--- config.mk ---
export PLATFORM = sky130hd
export DESIGN_NAME = fp_mc_sequencer
export DESIGN_NICKNAME = d
export VERILOG_FILES = /design/src/rtl/fp_mc_sequencer.sv
export SDC_FILE = /design/constraint.sdc
export NUM_CORES = 1
export LEC_CHECK = 0
export ABC_CLOCK_PERIOD_IN_PS = 3100
export BUFFER_PORTS_ARGS = -buffer_cell sky130_fd_sc_hd__buf_2
export CAP_MARGIN = 20
export CORE_ASPECT_RATIO = 0.75
export CORE_MARGIN = 1
export CORE_UTILIZATION = 52
export DETAILED_ROUTE_END_ITERATION = 8
export PLACE_DENSITY = 0.84
export SLEW_MARGIN = 20
export SYNTH_ARGS = -nofsm -noshare
export SYNTH_HDL_FRONTEND = slang
export SYNTH_SLANG_ARGS = --single-unit
--- constraint.sdc ---
create_clock -name clk -period 3.1 [get_ports clk]
set_input_delay 0.155 -clock clk [delete_from_list [all_inputs] [get_ports clk]]
set_output_delay 0.155 -clock clk [all_outputs]
set_load 0.005 [all_outputs]
--- src/rtl/fp_mc_sequencer.sv ---
// Sequencer for the shared multi-cycle FP unit (FDIV.S / FSQRT.S): issues one op,
// counts its fixed latency, holds the result until the write port is granted.
module fp_mc_sequencer #(
  parameter int unsigned LAT_DIV  = 12,
  parameter int unsigned LAT_SQRT = 16,
  parameter int unsigned CNT_W    = 5
) (
  input  logic       clk,
  input  logic       rst_n,
  input  logic       IssueE,
  input  logic       OpE,
  input  logic [4:0] RdE,
  input  logic       IsMcD,
  input  logic [4:0] Rs1D,
  input  logic [4:0] Rs2D,
  input  logic [4:0] RdD,
  input  logic       KillMc,
  input  logic       WbGrant,
  output logic       UnitStart,
  output logic       UnitOp,
  output logic       UnitAbort,
  output logic       BusyStallD,
  output logic       WbReq,
  output logic [4:0] WbRd
);

  typedef enum logic [1:0] {
    IDLE = 2'd0,
    BUSY = 2'd1,
    DONE = 2'd2
  } state_t;

  localparam logic [CNT_W-1:0] LOAD_DIV  = CNT_W'(LAT_DIV - 2);
  localparam logic [CNT_W-1:0] LOAD_SQRT = CNT_W'(LAT_SQRT - 2);

  state_t           state, state_nx;
  logic [CNT_W-1:0] cnt, cnt_nx;
  logic [4:0]       pend_rd, pend_rd_nx;
  logic             pend_op, pend_op_nx;

  always_ff @(posedge clk or negedge rst_n) begin
    if (!rst_n) begin
      state   <= IDLE;
      cnt     <= '0;
      pend_rd <= '0;
      pend_op <= 1'b0;
    end else begin
      state   <= state_nx;
      cnt     <= cnt_nx;
      pend_rd <= pend_rd_nx;
      pend_op <= pend_op_nx;
    end
  end

  always_comb begin
    state_nx   = state;
    cnt_nx     = cnt;
    pend_rd_nx = pend_rd;
    pend_op_nx = pend_op;
    UnitStart  = 1'b0;
    UnitOp     = pend_op;
    UnitAbort  = 1'b0;

    case (state)
      IDLE: begin
        // The start pulse is combinational from IssueE, so it is gated by reset too.
        if (IssueE && !KillMc && rst_n) begin
          UnitStart  = 1'b1;
          UnitOp     = OpE;
          pend_rd_nx = RdE;
          pend_op_nx = OpE;
          cnt_nx     = OpE ? LOAD_SQRT : LOAD_DIV;
          state_nx   = BUSY;
        end
      end
      BUSY: begin
        if (KillMc) begin
          UnitAbort  = 1'b1;
          state_nx   = IDLE;
          cnt_nx     = '0;
          pend_rd_nx = '0;
          pend_op_nx = 1'b0;
        end else if (cnt == '0) begin
          state_nx = DONE;
        end else begin
          cnt_nx = cnt - 1'b1;
        end
      end
      DONE: begin
        // Abort outranks the write-port grant.
        if (KillMc) begin
          UnitAbort  = 1'b1;
          state_nx   = IDLE;
          cnt_nx     = '0;
          pend_rd_nx = '0;
          pend_op_nx = 1'b0;
        end else if (WbGrant) begin
          state_nx = IDLE;
        end
      end
      default: begin
        state_nx = IDLE;
      end
    endcase
  end

  assign WbReq = (state == DONE);
  assign WbRd  = WbReq ? pend_rd : '0;

  // f0 is a real register, so rd==0 is not excluded from the dependency match.
  assign BusyStallD = (state != IDLE) &&
                      (IsMcD || (Rs1D == pend_rd) || (Rs2D == pend_rd) || (RdD == pend_rd));

endmodule

==> impl_summary.log <==
[metrics] outcome: complete, no violations
[metrics] Setup crit end kind: register
[metrics] HPWL reported at the end of detailed placement: 1.95 mm
[metrics] Req. time, crit path: 3280 ps
[metrics] MaxCap Viol Count: 0
[metrics] number of global-route vias before repair: 829
[metrics] Gates resized, CTS repair: 0
[metrics] Final nets: 183
[metrics] CTS clock-pin slew for the worst setup and hold paths: 80 ps
[metrics] Via density: 5.42
[metrics] placer congestion estimate: 0.887
[metrics] Critical Path Fanout Max: 12
[metrics] via total after detailed routing: 933
[metrics] maximum achievable frequency: 485 MHz
[metrics] floorplan die area: 0.00210 sq mm
[metrics] setup repair after global routing missed its margin: no
[metrics] Slew HR: 0.557
[metrics] crit path max-delay cell type: or3b_1
[metrics] worst min-delay path category: in -> reg
[metrics] net count of the mapped netlist: 143
[metrics] ant diodes: 0
[metrics] count of input and output buffers: 36
[metrics] portion of total power attributed to sequential cells: 0.317
[metrics] worst path cell trace: inv_1 -> ha_1 -> or3b_1 -> o211a_1 -> a21o_1 -> mux2_4
[metrics] Horiz. Die Dim: 52.6 um
[metrics] synth warn: 0
[metrics] total count of max-transition violations in the final report: 0
[metrics] class of the most critical setup path: reg -> reg
[metrics] switching power: 461 uW
[metrics] synthesized cell area: 997 sq um
[metrics] total setup violations reported at the end of the flow: 0
[metrics] pin count of the biggest net entering global routing: 16
[metrics] Final Routed Wirelength: 2.50 mm
[metrics] Inserted Clock Buffers: 3
[metrics] Static Leakage: 0.627 nW
[metrics] first-pass GRT wire length: 3.82 mm
[metrics] reg-to-reg critical path startpoint: state[0]
[metrics] Critical Path Max Stage Delay: 420 ps
[metrics] Area after DPL: 0.00120 sq mm
[metrics] die span in y: 39.9 um
[metrics] most common cell after layout, fill and taps aside: buf_2
[metrics] CTS Root Cell: clkbuf_4
[metrics] mean cell area of the mapped netlist: 8.98 sq um
[metrics] Cell Int Power: 575 uW
[metrics] Starting DRT DRC Count: 22
[metrics] Initial DRT Pass Iterations: 4
[metrics] share of the clock period used by the worst path: 0.665
[metrics] capturing point of the worst reg2reg path: cnt[1]
[metrics] TritonCTS clock tree: built
[metrics] CTS max path bufs: 2
[metrics] R2R depth: 6
[metrics] clock tree skew after final layout: 0.685 ps
[metrics] summed area of non-filler cells in the final layout: 0.00123 sq mm
[metrics] Seq/Total Area, Yosys: 0.326
[metrics] Seq cells post-synth: 13
[metrics] end point of the critical path: cnt[1]
[metrics] Overflow after GRT: 0
[metrics] total global-route track usage: 0.266
[metrics] io pins: 37
[metrics] final hold violation count: 0
[metrics] unique cell type count in the Yosys netlist: 31
[metrics] relative contribution of the clock network to total power: 0.106
[metrics] post-route antenna net violation count: 0
[metrics] H-tree Lvls: 1
[metrics] wire per inst: 14.5 um
[metrics] Switching Fraction: 0.445
[metrics] setup total negative slack: 0 ps
[metrics] clock latency of the later-clocked register in the worst-skew pair: 290 ps
[metrics] clk sinks: 13
[metrics] areal power density over the cells: 839 mW/mm^2
[metrics] Std-Cell Core Area: 0.00177 sq mm
[metrics] post-detailed-route DRC marker count: 0
[metrics] Initial Utilization: 0.562
[metrics] slew at the pin closest to its max-slew limit: 656 ps
[metrics] relative area change from synthesis to final layout: 23.8%
[metrics] share of cells above drive strength 1: 0.287
[metrics] worst-case vdd ir drop: 0.652 mV
[metrics] number of standard cells after synthesis: 111
[metrics] most used cells in the layout excluding fill and tap cells: 36 x buf_2, 13 x dfrtp_1, 12 x inv_1
[metrics] Worst Setup SP: state[0]
[metrics] internal reg-to-reg setup slack: 1040 ps
[metrics] kind of start point of the critical path: register
[metrics] antenna violations before repair: 0
[metrics] Worst Path Arrival: 2240 ps
[metrics] Std-Cell Rows: 13
[metrics] time the worst path needs with I/O delays and setup: 2060 ps
[metrics] power share of the combinational group: 0.577
[per-layer routing]
| layer | GRT usage | part of all wire | vias up | routed length (um) |
|---|---|---|---|---|
| met1 | 0.345 | 0.46 | 432 | 1140 |
| met3 | 0.0930 | 0.071 | 7 | 177 |
| met2 | 0.402 | 0.46 | 32 | 1140 |
| li1 | - | - | 462 | - |
| met4 | 0.112 | 0.016 | 0 | 40 |
| met5 | 0 | 0 | - | 0 |
[registers in the layout, indices dropped and copies added (netlist names)]
| name | cells |
|---|---|
| cnt | 5 |
| state | 2 |
| pend_op | 1 |
| pend_rd | 5 |
[critical path: cells and delay by family (launching register included)]
family | cells | cell delay, ps
buf+inv | 1 | 80
fa+ha+maj | 1 | 330
flops | 1 | 380
compound gates | 2 | 420
simple gates | 1 | 420
mux | 1 | 310
[how the worst min path moves through the flow]
stage	startpoint	endpoint	cells after the start
6_report	RdE[4]	pend_rd[4]	3
5_1_grt	RdE[3]	pend_rd[3]	3
4_1_cts	RdE[4]	pend_rd[4]	3
3_5_place_dp	rst_n	pend_rd[2]	1
3_3_place_gp	rst_n	cnt[2]	1
2_1_floorplan	rst_n	cnt[0]	0
[layout make-up]
cell class,instances,area (sq um)
Tap cell,22,27.5
Inverter,12,45.0
Clock inverter,1,5.00
Sequential cell,13,325
Fill cell,134,538
Timing Repair Buffer,37,190
Clock buffer,3,22.5
Multi-Input combinational cell,84,619
[cells in the mapped netlist (all sizes together)]
cell type	number	area, sq um
nor2b	2	12.5
a22oi	1	7.51
o21ai	9	45.0
inv	12	45.0
mux2	3	41.3
and2	7	43.8
nand3b	8	60.1
clkbuf	2	7.51
nor3b	1	7.51
dfrtp	13	325
a21o	1	7.51
or3b	1	8.76
o22ai	1	6.26
a21oi	3	15.0
o211a	1	10.0
nor4b	1	8.76
o2bb2ai	1	8.76
nor4	1	6.26
nand2b	2	12.5
nand4b	1	8.76
xor2	9	78.8
nor2	7	26.3
nand3	2	10.0
ha	5	62.6
nor3	4	20.0
a31oi	3	18.8
xnor2	6	52.6
or4b	1	10.0
a221o	1	10.0
mux2i	2	20.0
[cells by family after synthesis]
family	after synthesis	synth area share
fa+ha+maj	5	0.0627
flops	13	0.326
buf+inv	14	0.0527
mux	5	0.0615
simple gates	38	0.236
xor+xnor	15	0.132
compound gates	21	0.129
[repair_timing]
item                                   CTS  global route
setup buffers                            0             0
endpoints found under the hold margin   13             0
setup endpoints to repair                0             0
hold buffers                             1             0
[metrics by stage]
step	hold WS [ps]	total power [mW]	utilization	instances	setup WS [ps]
global route	110	1.12	0.697	172	962
global placement	66.4	0.880	0.675	167	1200
detailed placement	69.1	0.916	0.675	167	1070
floorplan	-141	0.746	-	111	1340
CTS	96.4	1.03	0.697	172	1060
finish	101	1.04	0.697	172	1040
[power groups by stage]
stage          clock network [mW]  registers (mW)  logic (mW)
6_report                    0.110           0.328       0.598
5_1_grt                     0.123           0.337       0.658
4_1_cts                     0.114           0.325       0.593
3_5_place_dp                    0           0.329       0.588
3_3_place_gp                    0           0.323       0.557
2_1_floorplan                   0           0.303       0.444
Power figures use the tool's default switching activity.
